$ cat src/rtl/bip_uart_sequencer.sv
// bip_uart_sequencer: pops a command byte from the RX FIFO, runs or
// single-steps the BIP core and pushes a result frame to the TX FIFO.
module bip_uart_sequencer #(
    parameter int unsigned      ACC_W      = 16,
    parameter int unsigned      CNT_W      = 16,
    parameter logic [7:0]       CMD_RUN    = 8'h01,
    parameter logic [7:0]       CMD_STEP   = 8'h02,
    parameter logic [CNT_W-1:0] MAX_CYCLES = 16'hFFF0
) (
    input  logic             clk,
    input  logic             reset,
    input  logic             rx_empty,
    input  logic [7:0]       rx_data,
    output logic             rd_uart,
    input  logic             tx_full,
    output logic             wr_uart,
    output logic [7:0]       tx_data,
    input  logic             bip_halt,
    input  logic [ACC_W-1:0] bip_acc,
    output logic             bip_clr,
    output logic             bip_enable,
    output logic             busy
);

    localparam logic [7:0] ST_HALT = 8'h01;
    localparam logic [7:0] ST_TOUT = 8'h02;
    localparam logic [7:0] ST_STEP = 8'h03;
    localparam logic [7:0] ST_BAD  = 8'hFF;

    typedef enum logic [2:0] {
        S_IDLE,
        S_DECODE,
        S_CLEAR,
        S_RUN,
        S_STEP,
        S_STEP_CAP,
        S_SEND
    } state_e;

    state_e           state_q, state_d;
    logic [7:0]       cmd_q, cmd_d;
    logic [CNT_W-1:0] cnt_q, cnt_d;
    logic [ACC_W-1:0] acc_q, acc_d;
    logic [7:0]       status_q, status_d;
    logic [2:0]       byte_idx_q, byte_idx_d;

    logic [CNT_W-1:0] cnt_inc;
    logic [2:0]       last_idx;
    logic [7:0]       frame_byte;

    assign cnt_inc  = cnt_q + CNT_W'(1);
    // Rejected commands answer with the status byte alone.
    assign last_idx = (status_q == ST_BAD) ? 3'd0 : 3'd4;

    always_comb begin
        frame_byte = 8'h00;
        unique case (byte_idx_q)
            3'd0:    frame_byte = status_q;
            3'd1:    frame_byte = acc_q[7:0];
            3'd2:    frame_byte = acc_q[15:8];
            3'd3:    frame_byte = cnt_q[7:0];
            3'd4:    frame_byte = cnt_q[15:8];
            default: frame_byte = 8'h00;
        endcase
    end

    always_ff @(posedge clk or negedge reset) begin
        if (!reset) begin
            state_q    <= S_IDLE;
            cmd_q      <= 8'h00;
            cnt_q      <= '0;
            acc_q      <= '0;
            status_q   <= 8'h00;
            byte_idx_q <= 3'd0;
        end else begin
            state_q    <= state_d;
            cmd_q      <= cmd_d;
            cnt_q      <= cnt_d;
            acc_q      <= acc_d;
            status_q   <= status_d;
            byte_idx_q <= byte_idx_d;
        end
    end

    always_comb begin
        state_d    = state_q;
        cmd_d      = cmd_q;
        cnt_d      = cnt_q;
        acc_d      = acc_q;
        status_d   = status_q;
        byte_idx_d = byte_idx_q;
        rd_uart    = 1'b0;
        wr_uart    = 1'b0;
        tx_data    = 8'h00;
        bip_clr    = 1'b0;
        bip_enable = 1'b0;
        busy       = 1'b1;

        unique case (state_q)
            S_IDLE: begin
                busy = 1'b0;
                if (!rx_empty) begin
                    rd_uart    = 1'b1;
                    cmd_d      = rx_data;
                    byte_idx_d = 3'd0;
                    state_d    = S_DECODE;
                end
            end
            S_DECODE: begin
                if (cmd_q == CMD_RUN) begin
                    state_d = S_CLEAR;
                end else if (cmd_q == CMD_STEP) begin
                    state_d = S_STEP;
                end else begin
                    status_d = ST_BAD;
                    state_d  = S_SEND;
                end
            end
            S_CLEAR: begin
                bip_clr = 1'b1;
                cnt_d   = '0;
                state_d = S_RUN;
            end
            S_RUN: begin
                // The cycle that observes halt was enabled, so it counts.
                bip_enable = 1'b1;
                cnt_d      = cnt_inc;
                if (bip_halt) begin
                    status_d = ST_HALT;
                    acc_d    = bip_acc;
                    state_d  = S_SEND;
                end else if (cnt_inc == MAX_CYCLES) begin
                    status_d = ST_TOUT;
                    acc_d    = bip_acc;
                    state_d  = S_SEND;
                end
            end
            S_STEP: begin
                bip_enable = 1'b1;
                cnt_d      = CNT_W'(1);
                state_d    = S_STEP_CAP;
            end
            S_STEP_CAP: begin
                acc_d    = bip_acc;
                status_d = ST_STEP;
                state_d  = S_SEND;
            end
            S_SEND: begin
                tx_data = frame_byte;
                if (!tx_full) begin
                    wr_uart = 1'b1;
                    if (byte_idx_q == last_idx) begin
                        byte_idx_d = 3'd0;
                        state_d    = S_IDLE;
                    end else begin
                        byte_idx_d = byte_idx_q + 3'd1;
                    end
                end
            end
            default: begin
                state_d = S_IDLE;
            end
        endcase
    end

endmodule

$ cat config.mk
export PLATFORM = sky130hd
export DESIGN_NAME = bip_uart_sequencer
export DESIGN_NICKNAME = d
export VERILOG_FILES = /design/src/rtl/bip_uart_sequencer.sv
export SDC_FILE = /design/constraint.sdc
export NUM_CORES = 1
export LEC_CHECK = 0
export CAP_MARGIN = 20
export CORE_MARGIN = 2
export CORE_UTILIZATION = 60
export CTS_CLUSTER_DIAMETER = 80
export DETAILED_ROUTE_END_ITERATION = 6
export PLACE_DENSITY = 0.84
export REMOVE_ABC_BUFFERS = 1
export SLEW_MARGIN = 20
export SYNTH_ARGS = -nofsm -noshare
export SYNTH_HDL_FRONTEND = slang
export SYNTH_SLANG_ARGS = --single-unit
$ cat constraint.sdc
create_clock -name clk -period 4.2 [get_ports clk]
set_clock_uncertainty 0.1 [all_clocks]
set_input_delay 0.84 -clock clk [delete_from_list [all_inputs] [get_ports clk]]
set_output_delay 0.84 -clock clk [all_outputs]
set_load 0.02 [all_outputs]
==> run summary, run 1 <==
The shortest clock period the worst path allows after layout was 3.572 ns. Dominant register cell in the synthesized netlist: dfrtp_1. The logs give 279.9 MHz for the achievable frequency and 2,954 for the via count of the first global-routing pass. The tool flagged a number of max-cap violations equal to 0. The worst hold path cell count came out at 1.

STA classifies the critical path startpoint as a register. The tools report the cell internal power dissipation as 0.001316 W. The net switching component of the power was 0.001122 W; the final RePlAce weighted congestion was 0.8916.

The path with the worst hold slack has its endpoint at cmd_q[2]. The mean number of vias per cell is 7.218. The finished cells cover 0.003727 mm². The run gives 0 as the final-report max-slew violation count. Setup repair after global routing left no endpoint under its margin. In this run the horizontal extent of the chip is 77.28 µm. The slowest stage cell on the critical path was clkdlybuf4s50_1.

After clock tree synthesis, the setup repair step added 0 buffers. Non-filler instance count after layout: 449. The total overflow reported by the global router is 0, and the maximum buffer depth of the clock tree is 2. Sequential elements use 38.06% of the synthesized area.

The number of buffers inserted for hold repair after clock tree synthesis came out at 0. The routed design has 8629 µm of wire. Kind of capture point of the worst setup path: an output port. For this run, design rule violations remaining after detail routing come to 0. The register bit count reported by yosys was 49. The placed instances occupy a cell area of 0.003638 mm². The average cell area after synthesis was 9.101 µm². Number of nets in the layout: 414.

The proportion of layout cells with a drive suffix above 1 is 8.971%, and the number of setup violations in the final report is 0. Number of core rows: 26. Yosys instantiated no cell more often than dfrtp_1. Once detailed placement completed, the half-perimeter wirelength came to 5829 µm. The die covers 0.005972 mm².

Post-synthesis instance total: 354. Dividing total power by cell area gives a power density of 654.1 mW/mm². Total CTS buffers: 5. The critical path is of the register to output port type. The count of vias placed by the detailed router came out at 3,241. The yosys synthesis warning count was 0.

Sorting the synthesized cells by area gives the leading types as dfrtp_1 38%, a221oi_1 8.7%, a221o_1 4.3%. The post-route fraction of the period consumed by the critical path works out to 85.06%. 0 antenna diodes ended up in the layout. Dividing the detail-routed wire length by the instance count gives 19.22 µm. The startpoint of the worst register-to-register path was cnt_q[0]. The detail route stage leaves a number of antenna-violating nets equal to 0.

For this block, the initial DRC count from the detailed router was 402. For the worst setup path, the data required time is 3.26 ns. The vertical die dimension is 77.28 µm. Across the VDD grid, the largest voltage drop is 0.4286 mV. Sorting the synthesized cells by how often they occur yields 49 x dfrtp_1, 32 x a221oi_1, 28 x o21ai_0. The tools report the static leakage power as 1.373 nW. For this configuration, the core starts out at a cell density of 62.68%.

The tools report the later-pin clock latency in the skew report as 0.31 ns. The tools report the combinational group share of total power as 55.5%. For the worst flop-to-flop path, the logic depth is 7.

The design draws 0.002438 W. The biggest area contributor in the post-synthesis netlist is dfrtp_1. The final count of hold timing violations came out at 0. In this run, the clock network consumes 11.6% of the power. STA puts the critical path data arrival time at 2.63 ns.

Along the worst path, the maximum fanout reaches 9. TritonCTS built the clock tree. Cells fill 72.52% of the core in the end. Source of the worst hold timing path: cmd_q[2]. The first global-routing pass estimated 14,700 µm of wire.

The number of placed cells counting well taps came out at 441. In this design, the stage delay of the slowest critical-path cell is 0.64 ns. The number of buffers and inverters on the critical path is 2. After synthesis, the largest area contributor takes up 38.06% of total cell area. For the quantity of gates resized following cts, the log shows 0. Number of optimization iterations in the first detailed-route pass: 5. Among cell families on the critical path, the largest total delay comes from buffers and inverters. During placement, the flow inserted port buffers numbering 41. The worst pin sits at a relative slew slack of 35.33%.

The clock net in this run drives a total of 49 sinks. Walking the worst path, the cells encountered are inv_1 -> ha_1 -> nor3_1 -> o21ai_0 -> nand2_1 -> nor2_1 -> clkdlybuf4s50_1. For the pin with the worst max-slew slack, the measured transition is 0.9665 ns. Synthesis instantiated 52 different standard cells from the library. The post-route setup TNS is 0 ns.

42 I/O pins were placed. Entering global routing, the biggest net connects 50 pins. The cell sitting at the root of the clock tree is a clkbuf_8. The initial antenna violation count is 0, and the share of synthesized registers carrying an async set or reset is 100.0%.

The tools report the proportion of power drawn by flip-flops and latches as 32.9%. The flow ran to the end, and the final reports show no timing, DRC or antenna violations. The synthesized design contains 0 enable-type register cells. Of the total power, the share spent switching nets is 46.02%.

The worst flop-to-flop path endpoint was acc_q[0]. The floorplan step defined a core boundary enclosing 0.005140 mm². The worst setup slack for register-to-register paths is 0.98 ns.

Global routing consumed, over all layers together, 30.29% of the routing resources. The growth of design area from synthesis to finish works out to 15.69%. Final-layout fill cell count: 428. The H-tree generated during clock tree synthesis spans 2 levels. After synthesis the cells add up to 0.003222 mm². The path class of the tightest hold or removal check is register to register.

Clock-pin slew was measured on the worst setup and hold paths at 0.09 ns.
cells by family (layout without fill, tap and decap cells):
group,Yosys count,after routing,share of synthesized area [%]
flip-flops,49,49,38.06
AND/OR/NAND/NOR,88,88,13.71
XOR/XNOR,3,3,0.8157
adder cells (fa/ha/maj),7,7,2.718
buffers and inverters,39,64,4.932
AO/OA/AOI/OAI,160,160,36.97
multiplexers,8,8,2.796
registers in the layout (all words and copies together) (netlist names):
name	count
cmd_q	8
cnt_q	16
state_q	3
acc_q	16
status_q	3
byte_idx_q	3
area by class of cell:
class	count	area (µm²)	area share, %
multi-input cells	266	1837	49.28
flip-flops and latches	49	1226	32.90
repair buffers	48	460.4	12.35
well taps	70	87.58	2.350
clock buffers	5	68.82	1.846
inverters	8	30.03	0.8056
clock inverters	3	17.52	0.4700
worst max path at each step:
stage	startpoint	endpoint	slack (ns)	depth (start not counted)
2_1_floorplan	state_q[1]	rd_uart	1.53	3
3_3_place_gp	tx_full	wr_uart	1.05	3
3_5_place_dp	byte_idx_q[0]	tx_data[5]	1.03	7
4_1_cts	byte_idx_q[0]	tx_data[5]	0.68	7
5_1_grt	state_q[1]	tx_data[5]	0.42	5
6_report	byte_idx_q[0]	tx_data[5]	0.63	7
power groups by stage:
stage / Combinational [W] / Clock, W / Sequential (W)
2_1_floorplan: 0.000906 / 0 / 0.000777
3_3_place_gp: 0.00129 / 0 / 0.000794
3_5_place_dp: 0.00133 / 0 / 0.000806
4_1_cts: 0.00133 / 0.000289 / 0.000797
5_1_grt: 0.00148 / 0.000304 / 0.000827
6_report: 0.00135 / 0.000283 / 0.000802
routing by layer:
metal,share of wire (%),global-route usage (%),vias to the layer above,routed length (µm)
li1,-,-,1470,-
met1,42,42.41,1558,3667
met2,48,49.48,189,4139
met3,7.5,3.529,24,648
met4,2.0,8.929,0,173
met5,0,0,-,0
per-stage QoR:
stage / hold WS (ns) / setup WS [ns]
after floorplan: 0.3734 / 1.527
after global placement: 0.3915 / 1.053
after detailed placement: 0.3976 / 1.028
after CTS: 0.4199 / 0.6769
after global routing: 0.4437 / 0.4203
final: 0.4162 / 0.6276
layout by cell type (no fill, tap or decap), drive strengths merged, types with 8 or more instances in the layout:
cell / instances
a21oi: 26
a221o: 16
a221oi: 32
buf: 8
clkdlybuf4s50: 40
dfrtp: 49
mux2: 8
nand2: 24
nand3: 9
nor2: 25
o21ai: 28
o2bb2ai: 16
(Power assumes the default switching activity.)
==> inputs of run 2 (changes only) <==
CTS_CLUSTER_SIZE = 14   (was not set)
==> results of run 2 <==
No change in the layout: final DEF, timing and power equal those of run 1.
